<file path="config.mk">
export PLATFORM = sky130hd
export DESIGN_NAME = vexriscv_membus_arbiter
export DESIGN_NICKNAME = d
export VERILOG_FILES = /design/src/rtl/vexriscv_membus_arbiter.sv
export SDC_FILE = /design/constraint.sdc
export NUM_CORES = 1
export LEC_CHECK = 0
export CAP_MARGIN = 10
export CORE_AREA = 2 2 111 113
export DETAILED_ROUTE_END_ITERATION = 8
export DIE_AREA = 0 0 113 115
export PLACE_DENSITY_LB_ADDON = 0.15
export SLEW_MARGIN = 20
export SYNTH_ARGS = -nofsm -noshare
export SYNTH_HDL_FRONTEND = slang
export SYNTH_SLANG_ARGS = --single-unit
</file>
<file path="constraint.sdc">
create_clock -name clock -period 3.7 [get_ports clock]
set_input_delay 0.555 -clock clock [delete_from_list [all_inputs] [get_ports clock]]
set_output_delay 0.555 -clock clock [all_outputs]
set_load 0.005 [all_outputs]
</file>
<file path="src/rtl/vexriscv_membus_arbiter.sv">
// ---------------------------------------------------------------------------
// vexriscv_membus_arbiter
//
// Shares one memory port between the VexRiscv simple iBus and dBus.
// Commands are arbitrated round-robin. Once a requester is granted and the
// memory stalls, the grant stays locked to that requester until its command
// is accepted. Read responses return in order. A small FIFO of source tags
// routes each response back to the side that issued the read. Writes get no
// response.
//
// Handshake: a command transfers on a cycle where mem_cmd_valid and
// mem_cmd_ready are both high ("fire"). The granted side's *_cmd_ready is
// that same fire, so a command passes through in zero cycles. A requester
// must keep valid and payload stable until its ready is seen. Responses are
// single-cycle strobes with no back-pressure.
//
// Ports
//   clock, resetn                      clock and synchronous active-low reset
//   iBus_cmd_* / iBus_rsp_*            instruction fetch command and response
//   dBus_cmd_* / dBus_rsp_*            data command and load response
//   mem_cmd_* / mem_rsp_*              shared memory-side port
//   pending_count                      reads issued but not yet answered
//   orphan_rsp                         sticky: a response came with no read pending
//   arb_state                          debug view of the arbiter FSM state
// ---------------------------------------------------------------------------
module vexriscv_membus_arbiter #(
   parameter int PENDING_DEPTH = 4,
   parameter int CNT_W         = 3
) (
   input  logic              clock,
   input  logic              resetn,
   input  logic              iBus_cmd_valid,
   output logic              iBus_cmd_ready,
   input  logic [31:0]       iBus_cmd_payload_pc,
   output logic              iBus_rsp_valid,
   output logic [31:0]       iBus_rsp_payload_inst,
   output logic              iBus_rsp_payload_error,
   input  logic              dBus_cmd_valid,
   output logic              dBus_cmd_ready,
   input  logic              dBus_cmd_payload_wr,
   input  logic [31:0]       dBus_cmd_payload_address,
   input  logic [31:0]       dBus_cmd_payload_data,
   input  logic [1:0]        dBus_cmd_payload_size,
   output logic              dBus_rsp_ready,
   output logic [31:0]       dBus_rsp_data,
   output logic              dBus_rsp_error,
   output logic              mem_cmd_valid,
   input  logic              mem_cmd_ready,
   output logic              mem_cmd_wr,
   output logic [31:0]       mem_cmd_addr,
   output logic [31:0]       mem_cmd_data,
   output logic [3:0]        mem_cmd_mask,
   input  logic              mem_rsp_valid,
   input  logic [31:0]       mem_rsp_data,
   input  logic              mem_rsp_error,
   output logic [CNT_W-1:0]  pending_count,
   output logic              orphan_rsp,
   output logic [1:0]        arb_state
);

   localparam int PTR_W = $clog2(PENDING_DEPTH);

   typedef enum logic [1:0] {
      ST_IDLE   = 2'd0,
      ST_HOLD_I = 2'd1,
      ST_HOLD_D = 2'd2
   } state_e;

   state_e                   state_q, state_d;
   logic                     last_d_q, last_d_d;   // 1: dBus was the last side to fire
   logic [PENDING_DEPTH-1:0] tag_q, tag_d;         // 1: read came from dBus
   logic [PTR_W-1:0]         wr_ptr_q, wr_ptr_d;
   logic [PTR_W-1:0]         rd_ptr_q, rd_ptr_d;
   logic [CNT_W-1:0]         count_q, count_d;
   logic                     orphan_q, orphan_d;

   logic grant_d_sel;   // 1: dBus owns the memory port this cycle
   logic gnt_valid;
   logic gnt_wr;
   logic fifo_full;
   logic fire;
   logic push;
   logic pop;
   logic head_tag;
   logic [3:0] d_mask;

   // Grant selection. In IDLE a contended cycle goes to the side that did
   // not fire last; a locked grant ignores the other requester entirely.
   always_comb begin
      grant_d_sel = 1'b0;
      case (state_q)
         ST_HOLD_I: grant_d_sel = 1'b0;
         ST_HOLD_D: grant_d_sel = 1'b1;
         default: begin
            if (iBus_cmd_valid && dBus_cmd_valid) grant_d_sel = ~last_d_q;
            else                                  grant_d_sel = dBus_cmd_valid;
         end
      endcase
   end

   always_comb begin
      d_mask = 4'hF;
      case (dBus_cmd_payload_size)
         2'd0:    d_mask = 4'b0001 << dBus_cmd_payload_address[1:0];
         2'd1:    d_mask = dBus_cmd_payload_address[1] ? 4'b1100 : 4'b0011;
         default: d_mask = 4'hF;
      endcase
   end

   assign gnt_valid = grant_d_sel ? dBus_cmd_valid : iBus_cmd_valid;
   assign gnt_wr    = grant_d_sel & dBus_cmd_payload_wr;
   assign fifo_full = (count_q == CNT_W'(PENDING_DEPTH));

   // Full FIFO stalls reads only, and uses the registered count so a pop in
   // the same cycle does not open a slot combinationally.
   assign mem_cmd_valid = gnt_valid & ~(fifo_full & ~gnt_wr);
   assign fire          = mem_cmd_valid & mem_cmd_ready;
   assign iBus_cmd_ready = fire & ~grant_d_sel;
   assign dBus_cmd_ready = fire &  grant_d_sel;

   assign mem_cmd_wr   = gnt_wr;
   assign mem_cmd_addr = grant_d_sel ? dBus_cmd_payload_address : iBus_cmd_payload_pc;
   assign mem_cmd_data = grant_d_sel ? dBus_cmd_payload_data : 32'h0;
   assign mem_cmd_mask = grant_d_sel ? d_mask : 4'hF;

   assign push     = fire & ~gnt_wr;
   assign pop      = mem_rsp_valid & (count_q != '0);
   assign head_tag = tag_q[rd_ptr_q];

   assign iBus_rsp_valid         = pop & ~head_tag;
   assign iBus_rsp_payload_inst  = mem_rsp_data;
   assign iBus_rsp_payload_error = mem_rsp_error;
   assign dBus_rsp_ready         = pop &  head_tag;
   assign dBus_rsp_data          = mem_rsp_data;
   assign dBus_rsp_error         = mem_rsp_error;

   assign pending_count = count_q;
   assign orphan_rsp    = orphan_q;
   assign arb_state     = state_q;

   always_comb begin
      state_d  = state_q;
      last_d_d = last_d_q;
      tag_d    = tag_q;
      wr_ptr_d = wr_ptr_q;
      rd_ptr_d = rd_ptr_q;
      count_d  = count_q + CNT_W'(push) - CNT_W'(pop);
      orphan_d = orphan_q | (mem_rsp_valid & (count_q == '0));

      case (state_q)
         ST_IDLE: begin
            if (mem_cmd_valid && !mem_cmd_ready)
               state_d = grant_d_sel ? ST_HOLD_D : ST_HOLD_I;
         end
         ST_HOLD_I, ST_HOLD_D: begin
            if (fire) state_d = ST_IDLE;
         end
         default: state_d = ST_IDLE;
      endcase

      if (fire) last_d_d = grant_d_sel;

      if (push) begin
         tag_d[wr_ptr_q] = grant_d_sel;
         wr_ptr_d        = wr_ptr_q + 1'b1;   // power-of-two depth wraps naturally
      end
      if (pop) rd_ptr_d = rd_ptr_q + 1'b1;
   end

   always_ff @(posedge clock) begin
      if (!resetn) begin
         state_q  <= ST_IDLE;
         last_d_q <= 1'b1;
         tag_q    <= '0;
         wr_ptr_q <= '0;
         rd_ptr_q <= '0;
         count_q  <= '0;
         orphan_q <= 1'b0;
      end else begin
         state_q  <= state_d;
         last_d_q <= last_d_d;
         tag_q    <= tag_d;
         wr_ptr_q <= wr_ptr_d;
         rd_ptr_q <= rd_ptr_d;
         count_q  <= count_d;
         orphan_q <= orphan_d;
      end
   end

endmodule

</file>
[After elaboration in Yosys (flattened, before gate mapping)]
Index checks and enable logic that the tools add are counted.
Word-level totals
  input port bits: 138
  register bits: 15
  logic and storage cells: 65
Operators by class
  bitwise logic cells: 17
  $add $sub $neg: 4
  multiplexer cells: 17
  eq/ne operators: 6
  reductions and logical operators: 10
  order comparisons: 3
  shifts and indexed selects: 1
Operators with widths (count)
  two-way mux 32 bit: 2
  bitwise AND 1 bit: 11
  two-way mux 4 bit: 2
  case mux 4 bit (2 select lines): 1
  less-than comparator 2 x 3 -> 1 bit, second input constant: 2
  two-way mux 2 bit: 3
  inverter 1 bit: 5
  adder 2 x 1 -> 2 bit, second input constant: 2
  bitwise mux 4 bit: 1
  == test 2 x 1 -> 1 bit, second input constant: 2
  logical NOT 2 bit: 2
  two-way mux 1 bit: 4
  inequality test 2 bit, second input constant: 2
  case mux 2 bit (2 select lines): 1
  left shift 1 x 2 -> 4 bit, first input constant: 1
  adder 3 x 1 -> 3 bit: 1
  == test 3 bit, second input constant: 1
  logical AND 1 bit: 3
  logical NOT 3 bit: 1
  nonzero test 3 bit: 1
  subtractor 3 x 1 -> 3 bit: 1
  binary-select mux 1 bit (select 2 bit): 1
  demux 1 bit (select 2 bit): 1
  == test 2 bit, second input constant: 1
  other kinds (6): 6

[Depth between registers and ports, before layout]
Gate-level depths: netlist of the first run.
  depth after elaboration: 12
  gate-level depth with buffers: 15
  gate-level depth less buffers: 14

[Least setup slack after synthesis of the first run]
Ideal clock, no wire load.
  path type: flip-flop to flip-flop
  start: register state_q[1], in the netlist arb_state[1]
  end: register count_q[2], in the netlist pending_count[2]
  cell stages (with the launch flop): 16
  arrival: 2.797 ns
  setup slack: 0.775 ns
  cells stage by stage: dfxtp_1 inv_1 ha_1 or3b_1 o2111a_1 buf_2 a21boi_4 inv_1 ha_1 inv_1 ha_1 inv_1 fa_1 xor2_1 xnor2_1 nor2_1
On the way
  longest elaborated chain between the ends: 11
  elaborated cells on any way between the ends: 13
  classes of those cells: add/sub: 2; eq/ne: 2; mux: 2; bitwise: 7
RTL lines
  start: declaration: RTL line 69  | state_e state_q, state_d;
  start signal: assignment: RTL line 180  | state_q <= state_d;
  == test 2 bit / == test 2 x 1 -> 1 bit (equally long branches): RTL line 91  | case (state_q)
  case mux 1 bit (2 select lines) (*): RTL line 91
  bitwise AND 1 bit: RTL line 111  | assign gnt_wr = grant_d_sel & dBus_cmd_payload_wr;
  inverter 1 bit: RTL line 116, 126
  bitwise AND 1 bit: RTL line 116  | assign mem_cmd_valid = gnt_valid & ~(fifo_full & ~gnt_wr);
  inverter 1 bit: RTL line 116
  bitwise AND 1 bit: RTL line 116
  bitwise AND 1 bit: RTL line 117  | assign fire = mem_cmd_valid & mem_cmd_ready;
  bitwise AND 1 bit (*): RTL line 126  | assign push = fire & ~gnt_wr;
  adder 3 x 1 -> 3 bit (*): RTL line 147  | count_d = count_q + CNT_W'(push) - CNT_W'(pop);
  subtractor 3 x 1 -> 3 bit (*): RTL line 147
  end signal: assignment: RTL line 185  | count_q <= count_d;
  end: declaration: RTL line 74  | logic [CNT_W-1:0] count_q, count_d;
Every way passes the cells marked *; elsewhere a longest branch is shown, timed or not.
A chain may end at the register's enable or synchronous reset.

[Worst setup path after layout of the first run]
  start: input port dBus_cmd_valid
  end: output port mem_cmd_data[24]
On the way
  longest elaborated chain between the ends: 4
RTL lines
  start: declaration: RTL line 38  | input logic dBus_cmd_valid,
  logical AND 1 bit: RTL line 95  | if (iBus_cmd_valid && dBus_cmd_valid) grant_d_sel = ~last_d_q;
  two-way mux 1 bit (*): RTL line 95
  case mux 1 bit (2 select lines) (*): RTL line 91
  two-way mux 32 bit (*): RTL line 123  | assign mem_cmd_data = grant_d_sel ? dBus_cmd_payload_data : 32'h0;
  end: declaration: RTL line 51  | output logic [31:0] mem_cmd_data,
Marks and branches as above.

==> flow_summary.json, run 1 <==
{
  "layout-drive-gt1-share_pct": 10.9,
  "clkSlewWorstSetupHoldPaths_ns": 0.05,
  "synth-simple-area-share_pct": 17.5,
  "tns_ns": 0,
  "antenna_found_initial": 0,
  "globalRouteOverflowTotal": 0,
  "r2r_start": "arb_state[0]",
  "finalCritPeriodShare_pct": 91.5,
  "hold_violations": 0,
  "synthAdderAreaFrac_pct": 5.90,
  "path_buf_inv": 3,
  "slowest_delay_ns": 0.55,
  "crit_slowest_cell": "clkdlybuf4s50_1",
  "yosys_warnings": 0,
  "synth-main-ff-cell": "dfxtp_1",
  "reg2regPathDepth": 14,
  "synthTopCellsByArea": "buf_4, mux2_2, dfxtp_1, and2_1, ha_1",
  "finalInstanceArea_sq_mm": 0.00363,
  "critPathLaunch": "dBus_cmd_valid",
  "final_nets": 506,
  "yosys.area.top_type_share_pct": 24.4,
  "numCtsBuffers": 3,
  "worstPathRequired_ns": 3.14,
  "hold_buffers": 0,
  "htree_levels": 1,
  "crit_path_end": "mem_cmd_data[24]",
  "syn2layout_area_growth_pct": 78.6,
  "criticalPathCategory": "in -> out",
  "placed_cell_area_sq_mm": 0.00355,
  "worst-path-stages": 6,
  "place_inst": 501,
  "worst-slew-pin-transition_ns": 0.463,
  "post-cts-setup-buffers": 0,
  "grt_usage_pct": 10.0,
  "synth_cells": 244,
  "first_global_vias": 1961,
  "fp-row-count": 40,
  "ir_drop_uv": 161,
  "root_buffer": "clkbuf_16",
  "fmax_mhz": 295,
  "r2r_end": "pending_count[2]",
  "vias": 2020,
  "critPathLaunchType": "primary input",
  "drc": 17,
  "skew_ns": 0.00207,
  "status": "finished with violations",
  "endpoint_kind": "output pin",
  "power_density_mw_per_mm2": 342,
  "synth_edf_count": 0,
  "setup_viol": 0,
  "cts_resized": 0,
  "finalWirelength_microns": 7300,
  "finalMaxSlewViolations": 0,
  "io_pins": 284,
  "synth_top_area_cell": "buf_4",
  "core_area_sq_mm": 0.0118,
  "synthesis.area_sq_mm": 0.00203,
  "port_buffers": 184,
  "antenna_cells": 0,
  "cts_num_sinks": 15,
  "grt_pass1_wl_microns": 10300,
  "seq_area_frac_synth_pct": 14.8,
  "die-area_sq_mm": 0.0130,
  "crit_fanout": 31,
  "worstPathCellList": "clkdlybuf4s50_1, nor2b_1, a22o_1, buf_4, and2_1, clkdlybuf4s50_1",
  "synth.avg_cell_area_sq_um": 8.34,
  "worstHoldPathType": "reg -> reg",
  "die_y_microns": 115,
  "die_x_microns": 113,
  "async_flop_share_pct": 0,
  "tritoncts": "built",
  "drt_iter0_drc": 57,
  "drv_cap": 0,
  "clkLatencyLatePin_ns": 0.24,
  "dp_hpwl_microns": 6290,
  "r2r_slack_ns": 0.49,
  "dr.pass1.iters": 8,
  "grt_max_degree": 37,
  "final.min_clock_period_ns": 3.39,
  "drtAntennaViolNets": 0,
  "vias_per_cell": 4.00,
  "violations": "DRC",
  "synth_cell_types": 37,
  "p_leak_uw": 0.00135,
  "crit_family": "buffers and inverters",
  "synth.net_count": 391,
  "synth_top_family_by_area": "buffers and inverters",
  "synth_compound_area_share_pct": 12.4,
  "cpMostUsedCell": "clkdlybuf4s50_1",
  "initial_utilization_pct": 17.2,
  "rsz0062_at_grt": "false",
  "synth.area.mux_share_pct": 19.2,
  "relSlewSlack_pct": 69.1,
  "gp_congestion": 0.726,
  "synth_xor_xnor_area_share_pct": 1.72,
  "cp.arrival_ns": 2.83,
  "ys_ff_latch": 15,
  "stdcell_count": 505,
  "wl_per_cell_microns": 14.5,
  "ctsLongestPathBuffers": 2
}
## worst min-delay path, delay by kind of cell, from the launching register on
family,cells,cell delay (ns)
flip-flops,1,0.32
AND/OR/NAND/NOR,1,0.07
AO/OA/AOI/OAI,1,0.04
## how the worst min path moves through the flow
| stage | start | end | cells after the start |
|---|---|---|---|
| 2_1_floorplan | last_d_q | last_d_q | 1 |
| 3_3_place_gp | orphan_rsp | orphan_rsp | 2 |
| 3_5_place_dp | orphan_rsp | orphan_rsp | 2 |
| 4_1_cts | orphan_rsp | orphan_rsp | 2 |
| 5_1_grt | orphan_rsp | orphan_rsp | 2 |
| 6_report | orphan_rsp | orphan_rsp | 2 |
## placed cells by master (no fill, tap or decap), types with 2 or more instances in the layout
cell type	netlist	routed
a311oi_1	4	4
a31oi_1	4	4
and2_1	34	34
clkbuf_16	0	3
clkdlybuf4s50_1	0	184
dfxtp_1	15	15
ha_1	8	8
inv_1	11	11
mux2_2	30	30
mux2i_1	2	2
nand2_1	8	8
nor2_1	11	11
nor2b_1	3	3
nor3_1	3	3
o211ai_1	3	3
o21ai_0	7	7
o31a_1	2	2
o32ai_1	2	2
or3b_1	2	2
xnor2_1	2	2
xor2_1	2	2
## cell type report
class	count	area, sq um
clock buffer	4	78.8
fill	1236	8180
inverter	11	41.3
multi-input combinational	142	1160
sequential	15	300
tap	147	184
timing repair buffer	186	1870
## kinds of logic after synthesis
group / Yosys count
buf+inv: 87
simple gates: 64
mux: 34
compound gates: 31
flops: 15
fa+ha+maj: 9
xor+xnor: 4
## power by group
| group | leakage [uW] | switching (uW) | total, uW | internal, uW |
|---|---|---|---|---|
| combinational | 0.00119 | 292 | 799 | 507 |
| clock | 0.0000382 | 64.7 | 211 | 146 |
| sequential | 0.000123 | 37.0 | 234 | 197 |
## synthesized netlist by cell type, types with 6 or more instances
| cell type | count |
|---|---|
| mux2_2 | 30 |
| dfxtp_1 | 15 |
| o21ai_0 | 7 |
| ha_1 | 8 |
| and2_1 | 34 |
| nand2_1 | 8 |
| nor2_1 | 11 |
| clkbuf_1 | 6 |
| inv_1 | 11 |
| buf_4 | 66 |
## registers in the layout (all words and copies together) (netlist names)
name / cells
arb_state: 2
last_d_q: 1
orphan_rsp: 1
pending_count: 3
rd_ptr_q: 2
tag_q: 4
wr_ptr_q: 2
## per-stage QoR
stage	power, uW	setup slack (ns)	hold WS [ns]	utilization (%)
floorplan	651	0.775	0.452	-
global placement	1050	0.299	0.456	30.1
detailed placement	1050	0.257	0.460	30.1
CTS	1270	0.270	0.472	30.8
global route	1340	0.155	0.512	30.8
finish	1240	0.314	0.462	30.8
## routing by layer
metal	track usage (%)	routed length, microns
met1	10.1	2490
met3	2.90	805
met4	2.68	52
met2	20.0	3960
met5	0	0
Power figures use the tool's default switching activity.
==> inputs of run 2 (changes only) <==
Clock period 3.7 ns to 3.8 ns, I/O delays scaled along.
==> run 2 against run 1 <==
  * Final cell count grew 0.20%
  * Global-route usage shrank 0.052 points
  * The run still ends with DRC left
  * Critical endpoint is now mem_cmd_data[1]
  * Critical path type unchanged
  * Largest cell class unchanged
  * First-iteration DRC count shrank 7.0%
  * Flip-flop and latch count is the same
==> flow_summary.json, run 2 (synthesis results as in run 1) <==
{
  "status": "finished with violations",
  "violations": "DRC",
  "root_buffer": "clkbuf_16",
  "crit_slowest_cell": "clkdlybuf4s50_1",
  "tns_ns": 0,
  "io_pins": 284,
  "setup_viol": 0,
  "skew_ns": 0.00555,
  "finalPower_uw": 1210,
  "clkSlewWorstSetupHoldPaths_ns": 0.05,
  "final_nets": 507,
  "largest_reg_flops": 4,
  "finalMaxSlewViolations": 0,
  "ir_drop_uv": 122,
  "post-cts-setup-buffers": 0,
  "drv_cap": 0,
  "clkLatencyLatePin_ns": 0.24,
  "worstHoldPathType": "reg -> reg",
  "crit_family": "buffers and inverters",
  "cts_resized": 0,
  "hold_ws_ns": 0.470,
  "fillerInstances": 1281,
  "layout-drive-gt1-share_pct": 11.1,
  "power_density_mw_per_mm2": 333,
  "ctsLongestPathBuffers": 2,
  "cts_num_sinks": 15,
  "globalRouteOverflowTotal": 0,
  "grt_max_degree": 34,
  "path_buf_inv": 3,
  "final_common_cell": "clkdlybuf4s50_1",
  "rsz0062_at_grt": "false",
  "drc": 17,
  "die-area_sq_mm": 0.0130,
  "syn2layout_area_growth_pct": 78.4,
  "wl_per_cell_microns": 14.5,
  "die_y_microns": 115,
  "dp_hpwl_microns": 6320,
  "grt_usage_pct": 9.96,
  "hold_buffers": 0,
  "tritoncts": "built",
  "final_cell_mix": "clkdlybuf4s50_1, and2_1, mux2_2",
  "gp_congestion": 0.706,
  "drt_iter0_drc": 53,
  "finalCritPeriodShare_pct": 88.9,
  "core_area_sq_mm": 0.0118,
  "cpMostUsedCell": "clkdlybuf4s50_1",
  "regMostFlops": "tag_q",
  "p_leak_uw": 0.00135,
  "worst-slew-pin-transition_ns": 0.446,
  "hold_violations": 0,
  "worstPathCellList": "clkdlybuf4s50_1, nor2b_1, a22o_1, buf_4, and2_1, clkdlybuf4s50_1",
  "dr.pass1.iters": 9,
  "antenna_cells": 0,
  "critPathLaunchType": "primary input",
  "numCtsBuffers": 3,
  "place_inst": 502,
  "first_global_vias": 1998,
  "finalWirelength_microns": 7360,
  "cp.arrival_ns": 2.81,
  "slowest_delay_ns": 0.56,
  "vias_per_cell": 4.06,
  "endpoint_kind": "output pin",
  "worstPathRequired_ns": 3.23,
  "grt_pass1_wl_microns": 10300,
  "crit_fanout": 33,
  "port_buffers": 184,
  "die_x_microns": 113,
  "drtAntennaViolNets": 0,
  "fmax_mhz": 296,
  "fp-row-count": 40,
  "criticalPathCategory": "in -> out",
  "stdcell_count": 506,
  "htree_levels": 1,
  "initial_utilization_pct": 17.2,
  "vias": 2053,
  "antenna_found_initial": 0,
  "relSlewSlack_pct": 70.3,
  "final.min_clock_period_ns": 3.38
}
==> run 2: cell count changes in the layout (fill, tap and decap cells not counted) <==
cell,before,now
buf_4,1,3
buf_12,1,0
==> run 2: power breakdown <==
group / internal (uW) / switching, uW
sequential: 192 / 36.7
clock: 142 / 60.9
combinational: 491 / 284
total: 825 / 381
==> run 2: final timing paths <==
path | cells after the start | endpoint | startpoint | slack [ns]
max reg2reg | 14 | pending_count[2] | arb_state[0] | 0.62
min reg2reg | 2 | orphan_rsp | orphan_rsp | 0.47
max | 6 | mem_cmd_data[1] | dBus_cmd_valid | 0.42
min | 2 | orphan_rsp | orphan_rsp | 0.47
==> run 2: per-stage QoR <==
step / utilization, % / instance area (sq um) / worst slack (ns)
6_report: 30.7 / 3630 / 0.424
3_5_place_dp: 30.1 / 3550 / 0.368
5_1_grt: 30.7 / 3630 / 0.268
2_1_floorplan: - / 2030 / 0.875
4_1_cts: 30.7 / 3630 / 0.400
3_3_place_gp: 30.1 / 3550 / 0.389
==> run 2: routing by layer <==
layer,vias up,GRT usage (%),routed length [microns]
li1,993,-,-
met1,900,10.2,2510
met2,154,19.2,3910
met3,6,3.16,839
met4,0,3.25,99
met5,-,0,0
==> run 2: cell type report <==
| class | count | area, sq um | area share (%) |
|---|---|---|---|
| repair buffers | 187 | 1860 | 51.4 |
| multi-input cells | 142 | 1160 | 32.0 |
| flip-flops and latches | 15 | 300 | 8.28 |
| well taps | 147 | 184 | 5.07 |
| clock buffers | 4 | 78.8 | 2.17 |
| inverters | 11 | 41.3 | 1.14 |
==> run 2: worst reg2reg max path, delay by kind of cell, from the launching register on <==
family | cells | cell delay, ns
adder cells (fa/ha/maj) | 4 | 1.17
buffers and inverters | 4 | 0.24
flip-flops | 1 | 0.38
XOR/XNOR | 2 | 0.30
AND/OR/NAND/NOR | 1 | 0.05
AO/OA/AOI/OAI | 3 | 0.93
==> inputs of run 3 (changes only) <==
Settings changed: RECOVER_POWER from default to 25.
==> results of run 3 <==
Same layout as run 2: the final DEF is identical, and so are final timing and power.
